## src/rtl/spy_pkg.sv

```systemverilog
// Shared types and helpers for the spy debug viewer scan sequencer.
// Latency: n/a (declarations only).
// Backpressure: n/a.
package spy_pkg;

  // Sequencer states: waiting on a memory read, or displaying the snapshot
  typedef enum logic [0:0] {
    FETCH = 1'b0,
    SHOW  = 1'b1
  } spy_state_e;

  // One LED digit shows one nibble
  localparam int NIB_W = 4;

  // Width of the nibble-select index for a word of data_w bits (at least 1)
  function automatic int nib_sel_w(input int data_w);
    int n;
    n = data_w / NIB_W;
    return (n > 1) ? $clog2(n) : 1;
  endfunction

endpackage

```

## src/rtl/spy_dwell_timer.sv

```systemverilog
// Free-running cycle counter with clear/enable; o_tc pulses on the last count.
// Latency: o_tc is combinational on the CYCLES-th enabled cycle after a clear.
// Backpressure: none; i_clr wins over i_en and suppresses o_tc that cycle.
module spy_dwell_timer #(
  parameter int CYCLES = 4
) (
  input  logic clk,
  input  logic rst_n,
  input  logic i_clr,
  input  logic i_en,
  output logic o_tc
);

  localparam int               CNT_W = (CYCLES > 1) ? $clog2(CYCLES) : 1;
  localparam logic [CNT_W-1:0] LAST  = CNT_W'(CYCLES - 1);

  logic [CNT_W-1:0] r_cnt;
  logic             w_last;

  assign w_last = (r_cnt == LAST);
  assign o_tc   = i_en && !i_clr && w_last;

  // Count enabled cycles, restarting from zero on clear or after the terminal count
  always_ff @(posedge clk or negedge rst_n) begin
    if (!rst_n) begin
      r_cnt <= '0;
    end else if (i_clr) begin
      r_cnt <= '0;
    end else if (i_en) begin
      r_cnt <= w_last ? '0 : r_cnt + CNT_W'(1);
    end
  end

endmodule

```

## src/rtl/spy_scan_ctrl.sv

```systemverilog
// Spy viewer sequencer: fetches a word per address, shows it a nibble at a time (manual or auto dwell).
// Latency: rd_req rises 1 cycle after entering FETCH; output_led follows nib_sel/snapshot by 1 cycle.
// Backpressure: rd_req held until rd_valid or timeout; address/nibble pulses dropped during FETCH.
// Build option: define SPY_SCAN_WRAP_EN for modulo address stepping, otherwise addresses saturate.
module spy_scan_ctrl
  import spy_pkg::*;
#(
  parameter int ADDR_W         = 15,
  parameter int DATA_W         = 128,
  parameter int DWELL_CYCLES   = 100000000,
  parameter int TIMEOUT_CYCLES = 1024
) (
  input  logic                         clk,
  input  logic                         rst_n,
  input  logic                         addr_up,
  input  logic                         addr_dn,
  input  logic                         nib_up,
  input  logic                         nib_dn,
  input  logic                         auto_tgl,
  output logic                         rd_req,
  output logic [ADDR_W-1:0]            mem_address,
  input  logic                         rd_valid,
  input  logic [DATA_W-1:0]            rd_data,
  output logic [nib_sel_w(DATA_W)-1:0] nib_sel,
  output logic [NIB_W-1:0]             output_led,
  output logic                         auto_on,
  output logic                         rd_err
);

  localparam int                NSEL_W   = nib_sel_w(DATA_W);
  localparam int                NIBS     = DATA_W / NIB_W;
  localparam logic [NSEL_W-1:0] NIB_LAST = NSEL_W'(NIBS - 1);

  spy_state_e         r_state;
  logic [ADDR_W-1:0]  r_addr;
  logic [NSEL_W-1:0]  r_nib;
  logic [DATA_W-1:0]  r_snap;
  logic [NIB_W-1:0]   r_led;
  logic               r_rd_req;
  logic               r_auto_on;
  logic               r_rd_err;

  logic               w_in_show;
  logic               w_fetch_busy;
  logic               w_addr_step;
  logic               w_nib_step;
  logic               w_any_manual;
  logic               w_dwell_clr;
  logic               w_dwell_en;
  logic               w_dwell_tc;
  logic               w_to_clr;
  logic               w_to_en;
  logic               w_to_tc;
  logic [ADDR_W-1:0]  w_addr_inc;
  logic [ADDR_W-1:0]  w_addr_dec;
  logic               w_auto_stop;
  logic [NSEL_W-1:0]  w_nib_inc;
  logic [NSEL_W-1:0]  w_nib_dec;

  assign w_in_show    = (r_state == SHOW);
  assign w_fetch_busy = (r_state == FETCH) && r_rd_req;

  // Opposing pulses in the same cycle cancel each other
  assign w_addr_step  = addr_up ^ addr_dn;
  assign w_nib_step   = nib_up ^ nib_dn;
  assign w_any_manual = addr_up | addr_dn | nib_up | nib_dn;

  // Dwell only runs while showing in auto mode; any manual activity or a toggle
  // restarts it, which also guarantees a manual pulse beats an auto advance
  assign w_dwell_en  = r_auto_on && w_in_show;
  assign w_dwell_clr = !w_in_show || w_any_manual || auto_tgl;

  // Timeout counts only while the request is actually outstanding
  assign w_to_en  = w_fetch_busy;
  assign w_to_clr = !w_fetch_busy || rd_valid;

  spy_dwell_timer #(
    .CYCLES (DWELL_CYCLES)
  ) u_dwell (
    .clk   (clk),
    .rst_n (rst_n),
    .i_clr (w_dwell_clr),
    .i_en  (w_dwell_en),
    .o_tc  (w_dwell_tc)
  );

  spy_dwell_timer #(
    .CYCLES (TIMEOUT_CYCLES)
  ) u_timeout (
    .clk   (clk),
    .rst_n (rst_n),
    .i_clr (w_to_clr),
    .i_en  (w_to_en),
    .o_tc  (w_to_tc)
  );

  // Nibble index steps wrap over the number of nibbles in a word
  assign w_nib_inc = (r_nib == NIB_LAST) ? '0 : r_nib + NSEL_W'(1);
  assign w_nib_dec = (r_nib == '0) ? NIB_LAST : r_nib - NSEL_W'(1);

`ifdef SPY_SCAN_WRAP_EN
  // Address arithmetic wraps naturally at the register width
  assign w_addr_inc  = r_addr + ADDR_W'(1);
  assign w_addr_dec  = r_addr - ADDR_W'(1);
  assign w_auto_stop = 1'b0;
`else
  localparam logic [ADDR_W-1:0] ADDR_MAX = '1;

  // Address saturates at both ends; auto scan stops once it reaches the top
  assign w_addr_inc  = (r_addr == ADDR_MAX) ? r_addr : r_addr + ADDR_W'(1);
  assign w_addr_dec  = (r_addr == '0) ? r_addr : r_addr - ADDR_W'(1);
  assign w_auto_stop = (r_addr == ADDR_MAX);
`endif

  // Sequencer: fetch handshake, address/nibble stepping and auto-mode control
  always_ff @(posedge clk or negedge rst_n) begin
    if (!rst_n) begin
      r_state   <= FETCH;
      r_addr    <= '0;
      r_nib     <= '0;
      r_snap    <= '0;
      r_rd_req  <= 1'b0;
      r_auto_on <= 1'b0;
      r_rd_err  <= 1'b0;
    end else begin
      if (auto_tgl) begin
        r_auto_on <= !r_auto_on;
      end
      case (r_state)
        FETCH: begin
          if (!r_rd_req) begin
            r_rd_req <= 1'b1;
          end else if (rd_valid) begin
            r_snap   <= rd_data;
            r_rd_req <= 1'b0;
            r_state  <= SHOW;
          end else if (w_to_tc) begin
            r_rd_err <= 1'b1;
            r_rd_req <= 1'b0;
            r_state  <= SHOW;
          end
        end
        SHOW: begin
          if (w_addr_step) begin
            r_addr  <= addr_up ? w_addr_inc : w_addr_dec;
            r_nib   <= '0;
            r_state <= FETCH;
          end else if (w_nib_step) begin
            r_nib <= nib_up ? w_nib_inc : w_nib_dec;
          end else if (w_dwell_tc) begin
            r_nib <= w_nib_inc;
            if (r_nib == NIB_LAST) begin
              r_addr  <= w_addr_inc;
              r_state <= FETCH;
              if (w_auto_stop) begin
                r_auto_on <= 1'b0;
              end
            end
          end
        end
        default: begin
          r_state <= FETCH;
        end
      endcase
    end
  end

  // LED digit register tracks the selected nibble of the snapshot
  always_ff @(posedge clk or negedge rst_n) begin
    if (!rst_n) begin
      r_led <= '0;
    end else begin
      r_led <= r_snap[r_nib*NIB_W +: NIB_W];
    end
  end

  assign rd_req      = r_rd_req;
  assign mem_address = r_addr;
  assign nib_sel     = r_nib;
  assign output_led  = r_led;
  assign auto_on     = r_auto_on;
  assign rd_err      = r_rd_err;

endmodule

```

## config.mk

```make
export PLATFORM = sky130hd
export DESIGN_NAME = spy_scan_ctrl
export DESIGN_NICKNAME = d
export VERILOG_FILES = /design/src/rtl/spy_pkg.sv /design/src/rtl/spy_dwell_timer.sv /design/src/rtl/spy_scan_ctrl.sv
export SDC_FILE = /design/constraint.sdc
export NUM_CORES = 1
export LEC_CHECK = 0
export BUFFER_PORTS_ARGS = -buffer_cell sky130_fd_sc_hd__buf_4
export CAP_MARGIN = 15
export CORE_MARGIN = 10
export CORE_UTILIZATION = 31
export CTS_BUF_LIST = sky130_fd_sc_hd__clkbuf_16
export DETAILED_ROUTE_END_ITERATION = 12
export GPL_TIMING_DRIVEN = 0
export HOLD_SLACK_MARGIN = 0.03
export SYNTH_ARGS = -nofsm -noshare
export SYNTH_HDL_FRONTEND = slang
export SYNTH_SLANG_ARGS = --single-unit
```

## constraint.sdc

```tcl
create_clock -name clk -period 2.8 [get_ports clk]
set_input_delay 0.56 -clock clk [delete_from_list [all_inputs] [get_ports clk]]
set_output_delay 0.56 -clock clk [all_outputs]
set_load 0.01 [all_outputs]
```

# Word level (Yosys, flattened, before mapping)
# Index checks and enable logic that the tools add are counted.
# totals
out_inout_bits	27
reg_bits	193
word_cells	92
# op_classes
reduce_logical	25
n_mux	37
addsub	6
n_shift	1
n_bitwise	7
n_eq_ne	6
# op_table
op	n
128-bit by 8-bit indexed part select with 4-bit output	1
15-bit 2-to-1 mux	7
27-bit 2-to-1 mux	3
10-bit 2-to-1 mux	3
5-bit 2-to-1 mux	6
27-bit by 1-bit adder with 27-bit output, second input constant	1
27-bit == test, second input constant	1
1-bit 2-to-1 mux	17
15-bit by 1-bit adder with 15-bit output, second input constant	1
15-bit == test, second input constant	1
15-bit logical NOT	1
15-bit by 1-bit subtractor with 15-bit output, second input constant	1
10-bit by 1-bit adder with 10-bit output, second input constant	1
10-bit == test, second input constant	1
2-bit nonzero test	4
1-bit logical AND	6
5-bit by 1-bit adder with 5-bit output, second input constant	1
5-bit == test, second input constant	1
1-bit logical NOT	5
5-bit logical NOT	1
5-bit AND reduction	1
5-bit by 1-bit subtractor with 5-bit output, second input constant	1
4-bit AND reduction	1
1-bit logical OR	3
other kinds (9)	13

# Depth between registers and ports, before layout
# Gate-level depths: netlist of the first run.
# logic_depth
ltp_word	12
depth_mapped	10
depth_no_buf	8

# By module
# From an unflattened synthesis of the first run, not the netlist that was laid out.
# unflattened
hier_cells	855
area_unflattened_um2	9839.4
# modules_own_cells
mod	n_inst	area_per_inst_um2	cells_each
spy_scan_ctrl	1	7677.4	619
spy_dwell_timer (u_dwell)	1	1614.0	177
spy_dwell_timer (u_timeout)	1	548.0	59

# Worst setup path after synthesis of the first run
# OpenSTA, ideal clock, no wires.
# synth_timing
kind	reg2reg
startpoint	register r_nib[0], in the netlist nib_sel[0]
endpoint	register r_led[0], in the netlist output_led[0]
path_buffers	2
stages_incl_launch_ff	6
slack_ns	-0.071
arrival_ns	2.746
cell_sequence	dfrtp_1 -> clkbuf_1 -> buf_1 -> mux4_2 -> mux4_2 -> mux2_2
# synth_between
elab_chain_len	1
# synth_lines
element	line_no	source
start: declaration	spy_scan_ctrl.sv:36	logic [NSEL_W-1:0] r_nib;
start signal: assignment	spy_scan_ctrl.sv:149	r_nib <= nib_up ? w_nib_inc : w_nib_dec;
start signal: assignment	spy_scan_ctrl.sv:151	r_nib <= w_nib_inc;
128-bit by 8-bit indexed part select with 4-bit output	spy_scan_ctrl.sv:173	r_led <= r_snap[r_nib*NIB_W +: NIB_W];
end signal: assignment	spy_scan_ctrl.sv:173	
end: declaration	spy_scan_ctrl.sv:38	logic [NIB_W-1:0] r_led;
# No other way between the ends.
# A chain may end at the register's enable or synchronous reset.

# Worst setup path after layout of the first run
# layout_timing
startpoint	register u_dwell.r_cnt[8]
endpoint	register r_addr[13], in the netlist mem_address[13]
# layout_between
elab_chain_len	4
# layout_lines
element	line_no	source
start: declaration	spy_dwell_timer.sv:17	logic [CNT_W-1:0] r_cnt;
start signal: assignment	spy_dwell_timer.sv:30	r_cnt <= w_last ? '0 : r_cnt + CNT_W'(1);
27-bit == test	spy_dwell_timer.sv:20	assign w_last = (r_cnt == LAST);
1-bit logical AND	spy_dwell_timer.sv:21	assign o_tc = i_en && !i_clr && w_last;
2-bit nonzero test (no source line)	--	
5-bit AND reduction (no source line)	--	
end signal: assignment	spy_scan_ctrl.sv:145	r_addr <= addr_up ? w_addr_inc : w_addr_dec;
end signal: assignment	spy_scan_ctrl.sv:153	r_addr <= w_addr_inc;
end: declaration	spy_scan_ctrl.sv:35	logic [ADDR_W-1:0] r_addr;
# No other way between the ends.

==> reports/results.ini, run 1 <==
[grt]
grt_pass1_vias=7226
grt_pass1_wl_mm=41.4
grt.total_usage_pct=13.7
grt_max_degree=102
grt_antenna_before_repair=1
grt_overflow_total=0

[timing]
drv_slew=0
skew_ns=0.0247
fmax_ghz=0.362
finalCriticalPeriod_ns=2.76
fin_crit_sh_pct=98.6
worst_pin_slew_ns=0.896
setup_violations=0
rsz0062_at_grt=yes
slew_headroom_pct=39.6
hold_slack_ns=0.130
tns_ns=0
fin_ws_ns=0.0385
hold_violations=0

[die]
pin_count=163
core_um2=29800
dieWidth_um=194
die_h_um=194
fp-row-count=63
fp.dieArea_um2=37700
start_util_pct=31.5

[layout]
final_nets=1088
final_common_cell=dfrtp_1
drive_gt1_share_pct=42.1
n_fill_cell=2912
final_cell_mix=dfrtp_1, buf_4, mux2_2, o21ai_0, nand2_1
final_util_pct=39.9
final_area_um2=11900
area_growth_pct=26.5
antennaDiodeCount=0

[logic_synthesis]
synth_area_leaders=dfrtp_1, mux2_2, mux4_2
async_reset_ff_share_pct=100
yosys_warnings=0
synth_top_area_share_pct=51.4
synth_compound_area_share_pct=6.62
synth-xor-area-share_pct=2.24
synth_area_um2=9400
synth_fa_ha_area_share_pct=1.20
synth_edf_count=0
ys.flop_type=dfrtp_1
synthMuxAreaShare_pct=25.5
syn-instance-count=755
yosysTopAreaCell=dfrtp_1
synth_top_family_by_area=multiplexers
yosys.area_share.simple_pct=10.7
synth.yosys.seq_area_share_pct=51.4
ys_types=52
ys_ff_latch=193
syn_nets=900
syn_area_per_cell_um2=12.5

[routing]
wl_mm=26.1
via_per_inst=5.03
drc=0
vias=6764
drt_iter0_drc=393
ant_nets=0
wl_per_cell_um=19.4
drt_pass1_iterations=5

[clock_tree]
cts_tree=done
cts_hold_buf=0
cts_root_buf=clkbuf_16
cts.sinks=193
cts_inserted_buffers=17
clkLatencyLatePin_ns=0.46
clk_pin_slew_ns=0.09
clock_path_buffers=2
htree_levels=4

[hold_path]
hold_class=primary input to async pin

[critical_path]
required_ns=3.13
startpoint_type=register
worstSetupPathType=register to register
cp_max_fo=5
cp.arrival_ns=3.09
end_kind=register

[placed_design]
dpl.hpwl_mm=19.6
dpl_cell_area_um2=11100
place_congestion=0.813
io_buffers=162
dp_slack_ns=-0.489

[pwr]
p_leak_nw=5.02
irDropWorstVdd_mv=0.383
power_density_nw_per_um2=959

[outcome]
status=completed

[flow_run]
maxCapViolCount=0

-- through the flow --
| stage | power (mW) | cells |
|---|---|---|
| after floorplan | 7.31 | 755 |
| after global placement | 8.66 | 1307 |
| after detailed placement | 8.80 | 1308 |
| after CTS | 11.6 | 1343 |
| after global routing | 12.1 | 1346 |
| final | 11.4 | 1346 |
-- critical path, cell delays in order (launching register included) --
cell and delay (ns):
dfrtp_1 0.38, buf_6 0.13, or4b_4 0.52, or4_4 0.46, or4_4 0.56, a21oi_4 0.21
buf_6 0.13, o211ai_1 0.09, xnor2_1 0.16
-- cell families (layout without fill, tap and decap cells) --
group	after synthesis	after routing
simple gates	195	195
xor+xnor	24	24
fa+ha+maj	9	9
flops	193	193
buf+inv	56	257
mux	173	173
compound gates	105	105
-- per-layer routing --
metal | share of wire [%] | vias to the layer above | GRT usage (%) | routed length (µm)
li1 | - | 3158 | - | -
met1 | 43 | 3379 | 17.2 | 11300
met2 | 48 | 203 | 21.9 | 12500
met3 | 7.5 | 22 | 5.01 | 1960
met4 | 1.4 | 2 | 2.95 | 372
met5 | 0.077 | - | 0 | 20
-- repair_timing --
item                                    4_1_cts  5_1_grt
buffers inserted                              3        3
endpoints found under the hold margin         0        0
cloned                                        1        0
endpoints found under the setup margin       31       34
pin swaps                                     3        2
resized for setup                            11       17
-- cell usage after synthesis (8+ instances only) --
cell type / instances
a21oi_1: 14
a31oi_1: 9
clkbuf_1: 33
dfrtp_1: 193
ha_1: 9
inv_1: 14
mux2_2: 132
mux4_2: 40
nand2_1: 43
nand2b_1: 8
nand3_1: 28
nand4_1: 15
nor2_1: 41
nor3_1: 15
o21ai_0: 52
o31ai_1: 8
xnor2_1: 16
xor2_1: 8
-- path summary, 6_finish.rpt --
kind | from | endpoint | slack, ns | cells after the start
worst max-delay path | u_dwell.r_cnt[8] | mem_address[13] | 0.04 | 8
worst min-delay path | rst_n | u_timeout.r_cnt[2] | 0.13 | 1
worst max register to register | u_dwell.r_cnt[8] | mem_address[13] | 0.04 | 8
worst min register to register | rd_err | rd_err | 0.49 | 1
max in group asynchronous | rst_n | r_snap[1] | 1.74 | 2
min in group clk | rd_data[110] | r_snap[110] | 0.33 | 2
-- layout make-up --
class	instances	area, µm²	area share (%)
plain buffers	41	193	1.62
clock buffers	17	425	3.58
clock inverters	15	230	1.94
inverters	14	52.6	0.442
multi-input cells	506	4360	36.7
flip-flops and latches	193	4830	40.6
well taps	390	488	4.10
repair buffers	170	1310	11.0
-- where the power goes --
part / switching (mW) / total [mW] / internal [mW]
Clock: 1.41 / 2.70 / 1.28
Combinational: 1.72 / 4.09 / 2.37
Sequential: 0.705 / 4.62 / 3.91
Total: 3.84 / 11.4 / 7.57
-- registers in the layout, indices dropped and copies added (netlist names) --
signal           count
u_dwell.r_cnt       27
rd_req               1
output_led           4
rd_err               1
auto_on              1
r_snap             128
nib_sel              5
r_state              1
mem_address         15
u_timeout.r_cnt     10
Power figures use the tool's default switching activity.
==> run 2, diff against run 1 <==
CTS_CLUSTER_SIZE = 16   (was default)
PLACE_DENSITY_LB_ADDON = 0.25   (was default)
SLEW_MARGIN = 10   (was default)
==> run 2 against run 1 <==
  * Routed wire length fell by 0.26%
  * Combinational power barely moved
  * Via count fell by 1.7%
  * Core utilization fell by 0.17 points
  * Global-route usage rose by 0.22 points
  * Sequential power barely moved
  * Clock power fell by 6%
  * Sequential cell count did not move
  * Setup slack improved by 0.021 ns
  * Total power fell by 1.7%
  * Clock-buffer cell count did not move
==> reports/results.ini, run 2 (same netlist as run 1, synthesis figures left out) <==
[outcome]
status=completed

[placed_design]
io_buffers=162  ; unchanged
place_congestion=0.804  ; -1.1%
dpl.hpwl_mm=19.6  ; +0.23%

[routing]
drt_pass1_iterations=5  ; unchanged
drt_iter0_drc=377  ; -4.1%
vias=6651  ; -1.7%
drc=0  ; unchanged
wl_mm=26.0  ; -0.26%
ant_nets=0  ; unchanged
wl_per_cell_um=19.4  ; -0.11%
via_per_inst=4.95  ; -1.5%

[grt]
grt.total_usage_pct=13.9  ; +0.22 points
met1_usage_pct=18.0  ; +0.80 points
grt_use_met2_pct=22.1  ; +0.20 points
grt_busiest_layer=met2
grt_overflow_total=0  ; unchanged
grt_pass1_vias=7029  ; -2.7%
grt_use_met3_pct=4.74  ; -0.28 points
grt_antenna_before_repair=2  ; +1
grt_pass1_wl_mm=41.8  ; +1.0%
grt_max_degree=105  ; +2.9%

[die]
die_h_um=194  ; unchanged
fp-row-count=63  ; unchanged
fp.dieArea_um2=37700  ; unchanged
core_um2=29800  ; unchanged
pin_count=163  ; unchanged
start_util_pct=31.5  ; unchanged
dieWidth_um=194  ; unchanged

[clock_tree]
htree_levels=4  ; unchanged
clkLatencyLatePin_ns=0.43  ; -0.03 ns
clk_pin_slew_ns=0.08  ; about the same
cts_root_buf=clkbuf_16
cts_hold_buf=0  ; unchanged
clock_path_buffers=2  ; unchanged
cts_inserted_buffers=17  ; unchanged
cts_tree=done
cts.sinks=193  ; unchanged

[layout]
n_fill_cell=2902  ; -0.34%
largest-register=r_snap
largest_register_ffs=128  ; unchanged
drive_gt1_share_pct=42.2  ; +0.13 points
area_growth_pct=25.9
final_cell_mix=dfrtp_1, buf_4, mux2_2, o21ai_0, nand2_1
final_common_cell=dfrtp_1
multiInputGateArea_um2=4370  ; +0.32%
final_util_pct=39.7  ; -0.17 points
seq_area_um2=4830  ; unchanged
final_nets=1085  ; -0.28%

[hold_path]
hold_class=primary input to async pin

[pwr]
power_mw=11.2  ; -1.7%
power_density_nw_per_um2=947  ; -1.3%
p_comb_share_pct=36.3  ; +0.4 points
power.share.sequential_pct=41.0  ; +0.5 points
p_leak_nw=4.99  ; -0.53%
intPower_mw=7.57  ; about the same
swShare_pct=32.5  ; -1.2 points
p_clk_share_pct=22.6  ; -1.1 points
p_sw_mw=3.64  ; -5.2%
irDropWorstVdd_mv=0.388  ; +1.3%

[critical_path]
startpoint_type=register
r2r_start=u_dwell.r_cnt[8]
cp-startpoint=u_dwell.r_cnt[8]
cp_max_fo=10  ; +5
worstSetupPathType=register to register
required_ns=3.11  ; -0.02 ns
cp.arrival_ns=3.05  ; -0.04 ns
end_kind=register

[flow_run]
maxCapViolCount=0  ; unchanged

[timing]
worst_pin_slew_ns=0.767  ; -0.129 ns
rsz0062_at_grt=yes
fmax_ghz=0.365  ; +0.76%
finalCriticalPeriod_ns=2.74  ; -0.0207 ns
slew_headroom_pct=48.2  ; +8.5 points
skew_ns=0.0157  ; -0.00907 ns
drv_slew=0  ; unchanged
hold_slack_ns=0.115  ; -0.0145 ns
fin_crit_sh_pct=97.9  ; -0.74 points
hold_violations=0  ; unchanged
setup_violations=0  ; unchanged

run 2: changes by cell type in the layout (fill, tap and decap cells not counted), moves of 2 or more:
cell	before	now
inv_16	3	0
buf_4	168	166
clkbuf_2	9	12
inv_6	2	6
inv_12	4	1
o21ai_0	47	49
buf_1	2	0
run 2: cell type report:
| class | instances | share of cell area [%] |
|---|---|---|
| plain buffers | 41 | 1.64 |
| clock buffers | 17 | 3.59 |
| clock inverters | 15 | 1.59 |
| multi-input cells | 506 | 36.9 |
| repair buffers | 167 | 10.9 |
| well taps | 390 | 4.12 |
| inverters | 14 | 0.444 |
| flip-flops and latches | 193 | 40.8 |
| diodes | 1 | 0.0211 |
run 2: stage by stage:
step	setup WS (ns)	std cells	setup TNS [ns]	instance area, µm²
3_5_place_dp	-0.558	1308	-11.95	11100
4_1_cts	0.00998	1342	0	11800
3_3_place_gp	-0.516	1307	-64.12	11100
2_1_floorplan	0.0482	755	0	9400
5_1_grt	-0.0263	1343	-0.118	11800
6_report	0.0592	1344	0	11800
run 2: power groups by stage:
stage | clock network (mW) | registers, mW | logic [mW]
after floorplan | 0 | 4.48 | 2.83
after global placement | 0 | 4.60 | 4.10
after detailed placement | 0 | 4.63 | 4.16
after CTS | 2.62 | 4.60 | 4.17
after global routing | 2.74 | 4.78 | 4.47
final | 2.54 | 4.60 | 4.07
run 2: worst max-delay path: stages, from the launching register on:
cell	delay (ns)
dfrtp_1	0.38
buf_6	0.13
or4b_4	0.51
or4_4	0.46
or4_4	0.56
a21oi_4	0.19
buf_6	0.16
nand3_1	0.09
xnor2_1	0.16
run 2: path summary, 6_finish.rpt:
kind | depth (start not counted) | endpoint | slack [ns]
worst max-delay path | 8 | mem_address[9] | 0.06
worst min-delay path | 1 | u_timeout.r_cnt[5] | 0.11
worst max register to register | 8 | mem_address[9] | 0.06
worst min register to register | 1 | rd_err | 0.49
max in group asynchronous | 2 | nib_sel[2] | 1.69
min in group clk | 2 | r_snap[39] | 0.35
run 2: layer usage:
metal  wire, µm  share of wire [%]
met1      11700                 45
met2      12400                 48
met3       1730                6.6
met4        152               0.58
met5          0                  0
run 2: what timing repair did:
action                     4_1_cts  5_1_grt
pin swaps                        3        0
resized for setup               13       14
setup endpoints to repair       37       64
cloned                           0        0
buffers inserted                 3        1
